**src/rtl/bru_pkg.sv**
```systemverilog
// Shared types for the branch resolve unit: metadata record, FSM states, constants.
// Latency: n/a (types and constants only).
// Backpressure: n/a.
package bru_pkg;

  // Address width the metadata record is built for; the top's XLEN must match it.
  localparam int unsigned BRU_XLEN = 32;

  // Fall-through distance for a not-taken / non-branch instruction.
  localparam int unsigned INSN_BYTES = 4;

  // Prediction carried alongside an instruction through IF/ID and ID/EX.
  typedef struct packed {
    logic                valid;
    logic [BRU_XLEN-1:0] pc;
    logic                pred_taken;
    logic [BRU_XLEN-1:0] pred_target;
  } pred_meta_t;

  typedef enum logic {
    RUN   = 1'b0,
    FLUSH = 1'b1
  } bru_state_e;

endpackage

```
**src/rtl/bru_meta_stage.sv**
```systemverilog
// One prediction-metadata pipe register (IF/ID or ID/EX slot).
// Latency: 1 cycle from d to q when not stalled.
// Backpressure: stall holds contents; flush clears valid and overrides stall.
module bru_meta_stage
  import bru_pkg::*;
(
  input  logic       clk,
  input  logic       rst,
  input  logic       stall,
  input  logic       flush,
  input  pred_meta_t d,
  output pred_meta_t q
);

  pred_meta_t q_q;
  pred_meta_t q_d;

  // Load on advance, hold on stall; a squash always kills the slot.
  always_comb begin
    q_d = q_q;
    if (!stall) begin
      q_d = d;
    end
    if (flush) begin
      q_d.valid = 1'b0;
    end
  end

  // Metadata register; starts empty.
  always_ff @(posedge clk or posedge rst) begin
    if (rst) begin
      q_q <= '0;
    end else begin
      q_q <= q_d;
    end
  end

  assign q = q_q;

endmodule

```
**src/rtl/branch_resolve_unit.sv**
```systemverilog
// Resolves predictions at EX: registered flush/redirect on mispredict, predictor update per resolved branch.
// Latency: 1 cycle from EX resolution to flush/redirect/update outputs; flush held FLUSH_CYCLES cycles.
// Backpressure: stall freezes the metadata pipe and suppresses resolution. Optional counters: BRU_PERF_CNT_EN.
module branch_resolve_unit
  import bru_pkg::*;
#(
  parameter int unsigned XLEN         = BRU_XLEN,
  parameter int unsigned FLUSH_CYCLES = 1,
  parameter int unsigned CNT_W        = 16
) (
  input  logic             clk,
  input  logic             rst,
  input  logic             stall,
  input  logic             if_valid,
  input  logic [XLEN-1:0]  if_pc,
  input  logic             if_pred_taken,
  input  logic [XLEN-1:0]  if_pred_target,
  input  logic             ex_valid,
  input  logic             ex_is_ctrl,
  input  logic             ex_taken,
  input  logic [XLEN-1:0]  ex_target,
  output logic             flush,
  output logic             redirect_valid,
  output logic [XLEN-1:0]  redirect_pc,
  output logic             upd_valid,
  output logic [XLEN-1:0]  upd_pc,
  output logic [XLEN-1:0]  upd_target,
  output logic             upd_taken,
  output logic [CNT_W-1:0] mispredict_cnt,
  output logic [CNT_W-1:0] resolved_cnt
);

  pred_meta_t s1_in;
  pred_meta_t s1;
  pred_meta_t s2;

  bru_state_e      state_q, state_d;
  logic [1:0]      cnt_q, cnt_d;
  logic            flush_q, flush_d;
  logic            redirect_valid_q, redirect_valid_d;
  logic [XLEN-1:0] redirect_pc_q, redirect_pc_d;
  logic            upd_valid_q, upd_valid_d;
  logic [XLEN-1:0] upd_pc_q, upd_pc_d;
  logic [XLEN-1:0] upd_target_q, upd_target_d;
  logic            upd_taken_q, upd_taken_d;

  logic            pred_eff;
  logic            resolve;
  logic            mispredict;
  logic [XLEN-1:0] correct_pc;

  // Pack the fetched instruction's prediction into the IF/ID slot input.
  always_comb begin
    s1_in             = '0;
    s1_in.valid       = if_valid;
    s1_in.pc          = if_pc;
    s1_in.pred_taken  = if_pred_taken;
    s1_in.pred_target = if_pred_target;
  end

  bru_meta_stage u_stage_ifid (
    .clk   (clk),
    .rst   (rst),
    .stall (stall),
    .flush (flush_q),
    .d     (s1_in),
    .q     (s1)
  );

  bru_meta_stage u_stage_idex (
    .clk   (clk),
    .rst   (rst),
    .stall (stall),
    .flush (flush_q),
    .d     (s1),
    .q     (s2)
  );

  // Compare prediction vs outcome and sequence the flush window.
  always_comb begin
    state_d          = state_q;
    cnt_d            = cnt_q;
    flush_d          = 1'b0;
    redirect_valid_d = 1'b0;
    redirect_pc_d    = redirect_pc_q;
    upd_valid_d      = 1'b0;
    upd_pc_d         = upd_pc_q;
    upd_target_d     = upd_target_q;
    upd_taken_d      = upd_taken_q;

    // An empty ID/EX slot means no prediction was made for what sits in EX.
    pred_eff   = s2.valid & s2.pred_taken;
    resolve    = (state_q == RUN) & ex_valid & ~stall;
    mispredict = 1'b0;
    if (resolve) begin
      if (ex_is_ctrl) begin
        mispredict = (ex_taken != pred_eff) |
                     (ex_taken & pred_eff & (ex_target != s2.pred_target));
      end else begin
        mispredict = pred_eff;
      end
    end
    correct_pc = (ex_is_ctrl & ex_taken) ? ex_target : s2.pc + XLEN'(INSN_BYTES);

    if (resolve & (ex_is_ctrl | pred_eff)) begin
      upd_valid_d  = 1'b1;
      upd_pc_d     = s2.pc;
      upd_target_d = ex_target;
      upd_taken_d  = ex_taken & ex_is_ctrl;
    end

    case (state_q)
      RUN: begin
        if (mispredict) begin
          state_d          = FLUSH;
          cnt_d            = 2'(FLUSH_CYCLES - 1);
          flush_d          = 1'b1;
          redirect_valid_d = 1'b1;
          redirect_pc_d    = correct_pc;
        end
      end
      FLUSH: begin
        if (cnt_q == 2'd0) begin
          state_d = RUN;
        end else begin
          cnt_d   = cnt_q - 2'd1;
          flush_d = 1'b1;
        end
      end
      default: state_d = RUN;
    endcase
  end

  // Control and output registers; reset aborts any flush in progress.
  always_ff @(posedge clk or posedge rst) begin
    if (rst) begin
      state_q          <= RUN;
      cnt_q            <= '0;
      flush_q          <= 1'b0;
      redirect_valid_q <= 1'b0;
      redirect_pc_q    <= '0;
      upd_valid_q      <= 1'b0;
      upd_pc_q         <= '0;
      upd_target_q     <= '0;
      upd_taken_q      <= 1'b0;
    end else begin
      state_q          <= state_d;
      cnt_q            <= cnt_d;
      flush_q          <= flush_d;
      redirect_valid_q <= redirect_valid_d;
      redirect_pc_q    <= redirect_pc_d;
      upd_valid_q      <= upd_valid_d;
      upd_pc_q         <= upd_pc_d;
      upd_target_q     <= upd_target_d;
      upd_taken_q      <= upd_taken_d;
    end
  end

  assign flush          = flush_q;
  assign redirect_valid = redirect_valid_q;
  assign redirect_pc    = redirect_pc_q;
  assign upd_valid      = upd_valid_q;
  assign upd_pc         = upd_pc_q;
  assign upd_target     = upd_target_q;
  assign upd_taken      = upd_taken_q;

`ifdef BRU_PERF_CNT_EN
  logic [CNT_W-1:0] mis_cnt_q, mis_cnt_d;
  logic [CNT_W-1:0] res_cnt_q, res_cnt_d;

  // Saturating event counters, stepped together with the pulse they count.
  always_comb begin
    mis_cnt_d = mis_cnt_q;
    res_cnt_d = res_cnt_q;
    if (redirect_valid_d && (mis_cnt_q != '1)) begin
      mis_cnt_d = mis_cnt_q + 1'b1;
    end
    if (upd_valid_d && (res_cnt_q != '1)) begin
      res_cnt_d = res_cnt_q + 1'b1;
    end
  end

  // Counter registers.
  always_ff @(posedge clk or posedge rst) begin
    if (rst) begin
      mis_cnt_q <= '0;
      res_cnt_q <= '0;
    end else begin
      mis_cnt_q <= mis_cnt_d;
      res_cnt_q <= res_cnt_d;
    end
  end

  assign mispredict_cnt = mis_cnt_q;
  assign resolved_cnt   = res_cnt_q;
`else
  assign mispredict_cnt = '0;
  assign resolved_cnt   = '0;
`endif

endmodule

```
**config.mk**
```make
export PLATFORM = sky130hd
export DESIGN_NAME = branch_resolve_unit
export DESIGN_NICKNAME = d
export VERILOG_FILES = /design/src/rtl/bru_pkg.sv /design/src/rtl/bru_meta_stage.sv /design/src/rtl/branch_resolve_unit.sv
export SDC_FILE = /design/constraint.sdc
export NUM_CORES = 1
export LEC_CHECK = 0
export ABC_AREA = 1
export BUFFER_PORTS_ARGS = -buffer_cell sky130_fd_sc_hd__buf_4
export CORE_MARGIN = 2
export CORE_UTILIZATION = 55
export DETAILED_ROUTE_END_ITERATION = 7
export PLACE_DENSITY = 0.81
export REMOVE_ABC_BUFFERS = 1
export SLEW_MARGIN = 40
export SYNTH_ARGS = -nofsm -noshare
export SYNTH_HDL_FRONTEND = slang
export SYNTH_SLANG_ARGS = --single-unit
```
**constraint.sdc**
```tcl
create_clock -name clk -period 20.8 [get_ports clk]
set_input_delay 1.04 -clock clk [delete_from_list [all_inputs] [get_ports clk]]
set_output_delay 1.04 -clock clk [all_outputs]
set_load 0.05 [all_outputs]
```
==> results of run 1 <==
-- area by class of cell --
type,instances,area (sq um)
fill,1527,5791
sequential,234,5856
multi-input combinational,852,3958
inverter,109,429.2
timing repair buffer,209,1577
clock buffer,35,743.2
clock inverter,9,152.6
tap,260,325.3
-- sequential cells by signal, indices dropped and copies added, names as in the netlist --
register and flops:
flush 1, redirect_valid 1, u_stage_idex.q 66, cnt_q 2, u_stage_ifid.q 66, upd_taken 1, upd_target 32, upd_valid 1
upd_pc 32, redirect_pc 32
-- logic make-up after synthesis --
logic type,after synthesis,synth area share [%]
buffers and inverters,195,8.632
adders and majority gates,3,0.3538
other,1,0.03534
and+or+nand+nor,580,22.31
xor gates and xnor gates,35,2.889
DFF,234,55.19
muxes,8,0.7547
AOI/OAI and AO/OA,194,9.835
-- power groups by stage --
| stage | clock (mW) | sequential (mW) | combinational (mW) |
|---|---|---|---|
| global route | 0.504 | 0.594 | 0.465 |
| floorplan | 0 | 0.752 | 0.124 |
| detailed placement | 0 | 0.592 | 0.436 |
| finish | 0.478 | 0.587 | 0.435 |
| global placement | 0 | 0.591 | 0.427 |
| CTS | 0.485 | 0.586 | 0.438 |
-- placed cells by master, fill, tap and decap left out, types with 10 or more instances in the layout --
cell type  synthesis  routed
buf_4             33     207
clkbuf_16          0      25
conb_1             1      32
dfrtp_1          234     234
inv_1            100      99
nand2_1          468     467
nand2_2           17      18
nand3_1           22      22
nor2_1            42      42
nor3_1            10      10
o21ai_0          156     156
o21ai_1           10      10
o21ai_2           17      17
xnor2_1           23      23
xor2_1            12      12
-- stage by stage --
step                util (%)  hold slack (ps)  power (mW)  instances  area [sq um]
finish                 69.25            472.3       1.500       1708         13040
global route           69.25            497.3       1.563       1708         13040
CTS                    69.23            476.5       1.509       1708         13040
detailed placement     64.47            461.5       1.028       1664         12140
global placement       64.41            448.3       1.018       1664         12130
floorplan                  -            442.2      0.8762       1195         10220
-- path summary, 6_finish.rpt --
kind	start	end	slack [ps]	cells past startpoint
setup / recovery	stall	upd_pc[21]	17540	7
min in group asynchronous	rst	u_stage_ifid.q[14]	600	2
hold / removal	upd_target[16]	upd_target[16]	470	2
max in group asynchronous	rst	u_stage_ifid.q[39]	19060	3
setup reg to reg	flush	upd_pc[21]	17900	6
hold reg to reg	upd_target[16]	upd_target[16]	470	2
-- worst max-delay path: cells and delay by family --
family                 cells  cell delay, ps
buffers and inverters      3            1450
and+or+nand+nor            3             870
AOI/OAI and AO/OA          1             260
-- per-layer routing --
metal  part of all wire, %  track usage [%]  wire (microns)  vias to the layer above
met2                    47            41.93           12550                      281
met5                     0                0               0                        -
met1                    44            36.77           11610                     4043
li1                      -                -               -                     4198
met3                   6.9            3.924            1817                       36
met4                   1.8            6.357             471                        0
==> metrics.txt, run 1 <==
CTS root buf clkbuf_16; RSZ-0062 raised after global routing no; 1st-pass router iterations 5; CTS tree yes; Core Rows 50; drt drc 0; setup violators final 0; fraction of layout cells with a size suffix above 1 21.48%; Via density 5.011; area leader, netlist dfrtp_1; Worst Path Required 21220 ps; top-count cell post-synth nand2_1; pre-CTS WS 17010 ps; synthesis-to-layout area growth 22.90%; Max-slew headroom 47.78%; maxcap violations 0; sequential share of the synthesized area 55.19%; CP Launch Type primary input; Crit Path Max Fanout 57; CTS H-Tree Depth 1; routed wire length 26450 microns; Hold Crit Class reg2reg; internal power approximately 960 uW; First DRT Iteration DRCs 599; Pwr Density 115.0 nW/um^2; die area 20420 sq um; pin count of the biggest net entering global routing 158; synth warn 0; Comb pwr share 29.0%; Critical Path Max Stage Delay 720 ps; WL/cell ~15 microns; VDD IR-drop max 0.07486 mV; Psw 544.1 uW; crit path time final 3263 ps; clock slew at reported path FFs 60 ps; Inserted Clock Buffers 25; Hold Fails Final Rpt 0; cell count after synthesis ~1300; Crit-path slowest cell clkinv_2; count of buffers from port buffering between 200 and 250; first-pass GRT wire length 41500 microns; CP Class in2reg; final worst slack roughly 18000 ps; GRT overflow 0; Die W 142.9 microns; setup TNS 0 ps; nets@finish 1538; core area 18830 sq um; vias in the first global route 8149; pins over their slew limit 0; Clk Latency, worst-skew pair 520 ps; # resized after CTS 0; Primary FF master, synth dfrtp_1; Clock Skews ~14 ps; Synth cell types 36; total clock sinks between 200 and 250; GRT Total Usage 25.77%; initial antenna violation count 0; Flop pwr share 39.1%; Final GP Congestion approximately 0.85; Worst setup EP type flop; most frequent CP cell buf_4; DPL Wire Length 18070 microns; clock share of power a little under a third; number of I/O pins approximately 240; Switching Fraction a little over a third; Synth Area per Inst 8.488 sq um; Yosys reg bits roughly 230; WP data arrival 3690 ps; Peak Freq 0.3065 GHz; area share of the largest cell type after synthesis 55.19%; Die H 142.9 microns; post-CTS setup buffer count 0; CTS max path bufs 3; hold buffers post-CTS 0; status completed; initial core utilization 56.35%; Synth area leaders dfrtp_1 (55%), nand2_1 (17%), o21ai_0 (7.4%); Post-synth top cells nand2_1 (468), dfrtp_1 (234), o21ai_0 (156), inv_1 (100), nor2_1 (42); crit-path cells buf_4 -> nor2_2 -> nand2_1 -> nor2_4 -> clkinv_2 -> buf_4 -> o21ai_0; # diodes 0; leak pwr 6.645 nW; actual slew at the worst max-slew pin 783.3 ps; post-route ant nets 0; Synth async-reset ratio 100.0%; Vias 8558; cell area after synthesis 10610 sq um; Final period util 15.69%; EDFF count, synth 0
Note: power is estimated with default switching activity, not from simulation.
==> run 2, diff against run 1 <==
--- a/config.mk
+++ b/config.mk
@@ -8,9 +8,9 @@
 export ABC_AREA = 1
 export BUFFER_PORTS_ARGS = -buffer_cell sky130_fd_sc_hd__buf_4
 export CORE_MARGIN = 2
-export CORE_UTILIZATION = 55
+export CORE_UTILIZATION = 49
 export DETAILED_ROUTE_END_ITERATION = 7
-export PLACE_DENSITY = 0.81
+export PLACE_DENSITY = 0.76
 export REMOVE_ABC_BUFFERS = 1
 export SLEW_MARGIN = 40
 export SYNTH_ARGS = -nofsm -noshare
==> constraint.sdc (replaced) <==
create_clock -name clk -period 2.81 [get_ports clk]
set_input_delay 0.1405 -clock clk [delete_from_list [all_inputs] [get_ports clk]]
set_output_delay 0.1405 -clock clk [all_outputs]
set_load 0.05 [all_outputs]
==> metrics.txt, run 2 (synthesis results as in run 1) <==
Inserted Clock Buffers 24 (was 25); CTS max path bufs 3 (unchanged); Pwr Density 780.1 nW/um^2 (was 115.0 nW/um^2); Via density 4.959 (was 5.011); First DRT Iteration DRCs 525 (was 599); most frequent cells in the layout nand2_1 (467), dfrtp_1 (234), buf_4 (217), o21ai_0 (156) (was nand2_1 (467), dfrtp_1 (234), buf_4 (207), o21ai_0 (156), inv_1 (99)); pins over their slew limit 0 (unchanged); Core Rows 53 (was 50); Hold Fails Final Rpt 0 (unchanged); Crit Path Max Fanout 16 (was 57); fraction of layout cells with a size suffix above 1 20.50% (was 21.48%); nets@finish 1646 (was 1538); setup TNS 0 ps (unchanged); Vias 9085 (was 8558); Crit. Startpoint u_stage_idex.q[13] (was stall); first-pass GRT wire length 45770 microns (was 41500 microns); setup violators final 0 (unchanged); Hold Crit Class in2reg (was reg2reg); DPL Wire Length 19370 microns (was 18070 microns); Die W 151.2 microns (was 142.9 microns); initial core utilization 50.16% (was 56.35%); post-CTS setup buffer count 0 (unchanged); Clock Skews 12.60 ps (was 13.52 ps); WHS 6.449 ps (was 472.3 ps); GRT overflow 0 (unchanged); RSZ-0062 raised after global routing no (unchanged); Die H 151.2 microns (was 142.9 microns); Crit-path slowest cell dfrtp_1 (was clkinv_2); pin count of the biggest net entering global routing 93 (was 158); Final period util 79.78%; most frequent CP cell nand2_1 (was buf_4); initial antenna violation count 1 (was 0); number of I/O pins 236 (unchanged); vias in the first global route 8960 (was 8149); CTS root buf clkbuf_16 (unchanged); Final GP Congestion 0.8777 (was 0.8533); Max-slew headroom 54.23% (was 47.78%); Worst Path Required 3210 ps (was 21220 ps); Reg2Reg Depth 14 (was 6); commonest non-fill, non-tap cell in the layout nand2_1 (unchanged); CTS H-Tree Depth 1 (unchanged); routed wire length 28790 microns (was 26450 microns); 1st-pass router iterations 7 (was 5); CTS tree yes (unchanged); CP Class reg2reg (was in2reg); CP Launch Type flop (was primary input); count of buffers from port buffering 203 (unchanged); WP data arrival 2640 ps (was 3690 ps); GRT Total Usage 25.50% (was 25.77%); Critical Path Max Stage Delay 400 ps (was 720 ps); Peak Freq ~0.45 GHz; Reg2Reg Launch Point u_stage_idex.q[13] (was flush); WL/cell 15.72 microns (was 15.48 microns); synthesis-to-layout area growth 32.56% (was 22.90%); final worst slack 568.1 ps (was 17540 ps); Clk Latency, worst-skew pair 510 ps (was 520 ps); VDD IR-drop max 0.4738 mV (was 0.07486 mV); # resized after CTS 0 (unchanged); worst setup path end redirect_pc[25] (was upd_pc[21]); clock slew at reported path FFs 60 ps (about the same); status completed (unchanged); FF-to-FF setup slack 570 ps (was 17900 ps); core area 21150 sq um (was 18830 sq um); crit-path cells inv_1 -> nand2_1 -> nand2_1 -> nand2_1 -> nor2_1 -> nand2_1 -> nor2_1 -> nand2_1 -> nand2_1 -> nand2_1 -> nand2_2 -> inv_1 -> nand2_1 -> nand2_1 (was buf_4 -> nor2_2 -> nand2_1 -> nor2_4 -> clkinv_2 -> buf_4 -> o21ai_0); Pwr Total 10.97 mW (was 1.500 mW); drt drc 0 (unchanged); total clock sinks 234 (unchanged); R2R Path End redirect_pc[25] (was upd_pc[21]); Worst setup EP type flop (unchanged); actual slew at the worst max-slew pin 682.3 ps (was 783.3 ps); die area 22850 sq um (was 20420 sq um); pre-CTS WS 625.2 ps (was 17010 ps); maxcap violations 0 (unchanged); leak pwr 7.077 nW (was 6.645 nW); crit path time final 2242 ps; post-route ant nets 0 (unchanged)
[run 2: cell types whose count changed in the layout (fill, tap and decap cells not counted)]
| cell | before | now |
|---|---|---|
| clkbuf_8 | 8 | 10 |
| inv_6 | 2 | 0 |
| buf_4 | 207 | 217 |
| inv_16 | 1 | 0 |
| diode_2 | 0 | 1 |
| clkbuf_1 | 2 | 3 |
| dlygate4sd3_1 | 0 | 99 |
| buf_6 | 2 | 0 |
| buf_12 | 0 | 2 |
| inv_8 | 0 | 1 |
| bufinv_16 | 4 | 1 |
| clkinv_2 | 4 | 5 |
[run 2: worst min path at each step]
stage	slack, ps	from	cells after the start	endpoint
6_report	6	ex_target[27]	3	upd_target[27]
5_1_grt	30	ex_target[27]	3	upd_target[27]
4_1_cts	2	ex_target[27]	3	upd_target[27]
3_5_place_dp	300	rst	2	u_stage_ifid.q[13]
3_3_place_gp	290	rst	2	u_stage_idex.q[48]
2_1_floorplan	250	stall	1	u_stage_idex.q[0]
[run 2: where the power goes]
| group | switching, mW | total, mW | leakage [nW] | internal (mW) |
|---|---|---|---|---|
| Combinational | 2.36 | 3.40 | 3.74 | 1.04 |
| Sequential | 0.382 | 4.32 | 2.92 | 3.94 |
| Clock | 1.28 | 3.25 | 0.413 | 1.97 |
[run 2: timing repair]
action,4_1_cts,5_1_grt
hold endpoints to repair,200,0
hold buffers,99,0
endpoints found under the setup margin,0,0
[run 2: cell type report]
cell class              count  area (sq um)
fillers                  1703          7089
diodes                      1         2.502
clock inverters             5         50.05
inverters                 109         420.4
flip-flops and latches    234          5856
repair buffers            318          2660
clock buffers              38         774.5
multi-input cells         852          3958
well taps                 275         344.1
[run 2: stage by stage]
step	area [sq um]	cells	util, %
4_1_cts	14060	1831	66.48
3_5_place_dp	12250	1689	57.89
3_3_place_gp	12250	1689	57.89
6_report	14060	1832	66.49
2_1_floorplan	10220	1195	-
5_1_grt	14060	1832	66.49
[run 2: worst max-delay path, delay by kind of cell (launching register included)]
kind                   cells  cell delay, ps
DFF                        1             400
and+or+nand+nor           12            1340
buffers and inverters      2             410
[run 2: metal layers]
layer	global-route usage, %	vias to the layer above	part of all wire, %
met5	0	-	0
met4	6.869	0	2.7
met3	4.247	55	7.0
met2	42.02	326	47
met1	35.25	4285	43
li1	-	4419	-
==> run 3, diff against run 2 <==
--- a/config.mk
+++ b/config.mk
@@ -8,9 +8,9 @@
 export ABC_AREA = 1
 export BUFFER_PORTS_ARGS = -buffer_cell sky130_fd_sc_hd__buf_4
 export CORE_MARGIN = 2
-export CORE_UTILIZATION = 49
+export CORE_UTILIZATION = 55
 export DETAILED_ROUTE_END_ITERATION = 7
-export PLACE_DENSITY = 0.76
+export PLACE_DENSITY = 0.81
 export REMOVE_ABC_BUFFERS = 1
 export SLEW_MARGIN = 40
 export SYNTH_ARGS = -nofsm -noshare
==> constraint.sdc (replaced) <==
create_clock -name clk -period 2.2 [get_ports clk]
set_input_delay 0.11 -clock clk [delete_from_list [all_inputs] [get_ports clk]]
set_output_delay 0.11 -clock clk [all_outputs]
set_load 0.05 [all_outputs]
==> metrics.txt, run 3 (synthesis results as in run 1) <==
WP data arrival 2420 ps (was 2640 ps); CTS H-Tree Depth 1 (unchanged); initial antenna violation count 0 (was 1); WL/cell 16.33 microns (was 15.72 microns); pin count of the biggest net entering global routing 89 (was 93); 1st-pass router iterations 6 (was 7); Crit-path slowest cell dfrtp_1 (unchanged); CP Class reg2reg (unchanged); post-route ant nets 0 (unchanged); CTS root buf clkbuf_16 (unchanged); leak pwr 7.164 nW (was 7.077 nW); clock slew at reported path FFs 70 ps (was 60 ps); maxcap violations 0 (unchanged); Pwr Density 1008 nW/um^2 (was 780.1 nW/um^2); crit-path cells xnor2_1 -> nand2_1 -> nor2_1 -> nand2_1 -> nor2_1 -> nand2_1 -> nand2_1 -> nand2_1 -> nand2_4 -> clkinvlp_4 -> buf_4 -> nand2_1 -> nand2_1 (was inv_1 -> nand2_1 -> nand2_1 -> nand2_1 -> nor2_1 -> nand2_1 -> nor2_1 -> nand2_1 -> nand2_1 -> nand2_1 -> nand2_2 -> inv_1 -> nand2_1 -> nand2_1); status completed (unchanged); die area 20420 sq um (was 22850 sq um); Non-Filler Instances 1826 (was 1832); flip-flop and latch area 5856 sq um (unchanged); actual slew at the worst max-slew pin 552.7 ps (was 682.3 ps); crit path time final 2016 ps (was 2242 ps); Peak Freq 0.4961 GHz (was 0.4460 GHz); Die H 142.9 microns (was 151.2 microns); # diodes 0 (was 1); Final GP Congestion 0.8924 (was 0.8777); total clock sinks 234 (unchanged); DPL Wire Length 19210 microns (was 19370 microns); RSZ-0062 raised after global routing no (unchanged); VDD IR-drop max 1.075 mV (was 0.4738 mV); first-pass GRT wire length 46820 microns (was 45770 microns); pins over their slew limit 0 (unchanged); final-layout fill cell count 1275 (was 1703); Vias 9393 (was 9085); Via density 5.144 (was 4.959); most frequent CP cell nand2_1 (unchanged); GRT overflow 0 (unchanged); CTS tree yes (unchanged); most frequent cells in the layout nand2_1 (467), dfrtp_1 (234), buf_4 (221), o21ai_0 (156), dlygate4sd3_1 (101) (was nand2_1 (467), dfrtp_1 (234), buf_4 (217), o21ai_0 (156)); CP Launch Type flop (unchanged); area of the multi-input gates 3963 sq um (was 3958 sq um); Critical Path Max Stage Delay 400 ps (about the same); final worst slack 184.2 ps (was 568.1 ps); pre-CTS WS 202.3 ps (was 625.2 ps); Crit Path Max Fanout 10 (was 16); setup TNS 0 ps (unchanged); GRT Total Usage 29.16% (was 25.50%); nets@finish 1657 (was 1646); count of buffers from port buffering 203 (unchanged); initial core utilization 56.35% (was 50.16%); Inserted Clock Buffers 24 (unchanged); core area 18830 sq um (was 21150 sq um); Clk Latency, worst-skew pair 510 ps (about the same); Inst Count DP 1680 (was 1689); Worst setup EP type flop (unchanged); Pwr Total 14.36 mW (was 10.97 mW); Core Rows 50 (was 53); number of I/O pins 236 (unchanged); routed wire length 29820 microns (was 28790 microns); Die W 142.9 microns (was 151.2 microns); First DRT Iteration DRCs 674 (was 525); vias in the first global route 9241 (was 8960); CTS max path bufs 3 (unchanged); commonest non-fill, non-tap cell in the layout nand2_1 (unchanged); fraction of layout cells with a size suffix above 1 21.01% (was 20.50%); FF-to-FF setup slack 180 ps (was 570 ps); drt drc 0 (unchanged); Hold Fails Final Rpt 0 (unchanged); setup violators final 0 (unchanged); Hold Crit Class in2reg (unchanged); synthesis-to-layout area growth 34.26% (was 32.56%); Final period util 91.63% (was 79.78%); Clock Skews 11.04 ps (was 12.60 ps); Max-slew headroom 63.15% (was 54.23%); Worst Path Required 2610 ps (was 3210 ps)
==> run 3: cell count changes in the layout (fill, tap and decap cells not counted), sizes merged <==
cell / change
dlygate4sd3: +2
buf: +9
clkbuf: -5
clkinvlp: +2
inv: -1
bufinv: +3
diode: -1
==> run 3: per-stage QoR <==
step | util, % | hold WS (ps) | cell area, sq um
floorplan | - | 217.3 | 10220
global placement | 65.44 | 214.9 | 12320
detailed placement | 65.44 | 220.1 | 12320
CTS | 75.42 | 60.16 | 14200
global route | 75.65 | 90.23 | 14240
finish | 75.65 | 78.65 | 14240
==> run 3: path summary, 6_finish.rpt <==
path | from | endpoint | cells after the start
max reg2reg | u_stage_idex.q[12] | redirect_pc[26] | 13
max in group asynchronous | rst | u_stage_ifid.q[18] | 4
min reg2reg | upd_target[1] | upd_target[1] | 2
min | ex_valid | redirect_pc[28] | 5
min in group asynchronous | rst | upd_pc[15] | 3
max | u_stage_idex.q[12] | redirect_pc[26] | 13
==> run 3: routing by layer <==
metal / vias to the layer above / track usage [%] / wire, microns
met4: 0 / 9.797 / 920
met5: - / 0 / 0
met3: 80 / 4.292 / 2027
met2: 429 / 49.80 / 14730
li1: 4432 / - / -
met1: 4452 / 38.47 / 12150
==> run 3: final cells by class <==
cell class	instances	area share [%]
sequential	234	41.11
multi-input combinational	852	27.82
timing repair buffer	329	19.73
clock buffer	33	5.024
inverter	109	2.978
tap	260	2.284
clock inverter	9	1.063
==> run 3: timing repair <==
action                                  4_1_cts  5_1_grt
hold buffers                                101        0
hold endpoints to repair                    189        0
endpoints found under the setup margin        0       10
resized for setup                             0        2
buffers inserted                              0        2
==> run 3: report_power, final <==
| part | internal, mW | total (mW) | switching, mW |
|---|---|---|---|
| Combinational | 1.35 | 4.39 | 3.04 |
| Sequential | 5.03 | 5.55 | 0.526 |
| Clock | 2.74 | 4.42 | 1.68 |
==> run 3: worst max-delay path, delay by kind of cell, from the launching register on <==
kind	cells	cell delay, ps
XOR/XNOR	1	220
buffers and inverters	2	280
flip-flops	1	400
AND/OR/NAND/NOR	10	1020
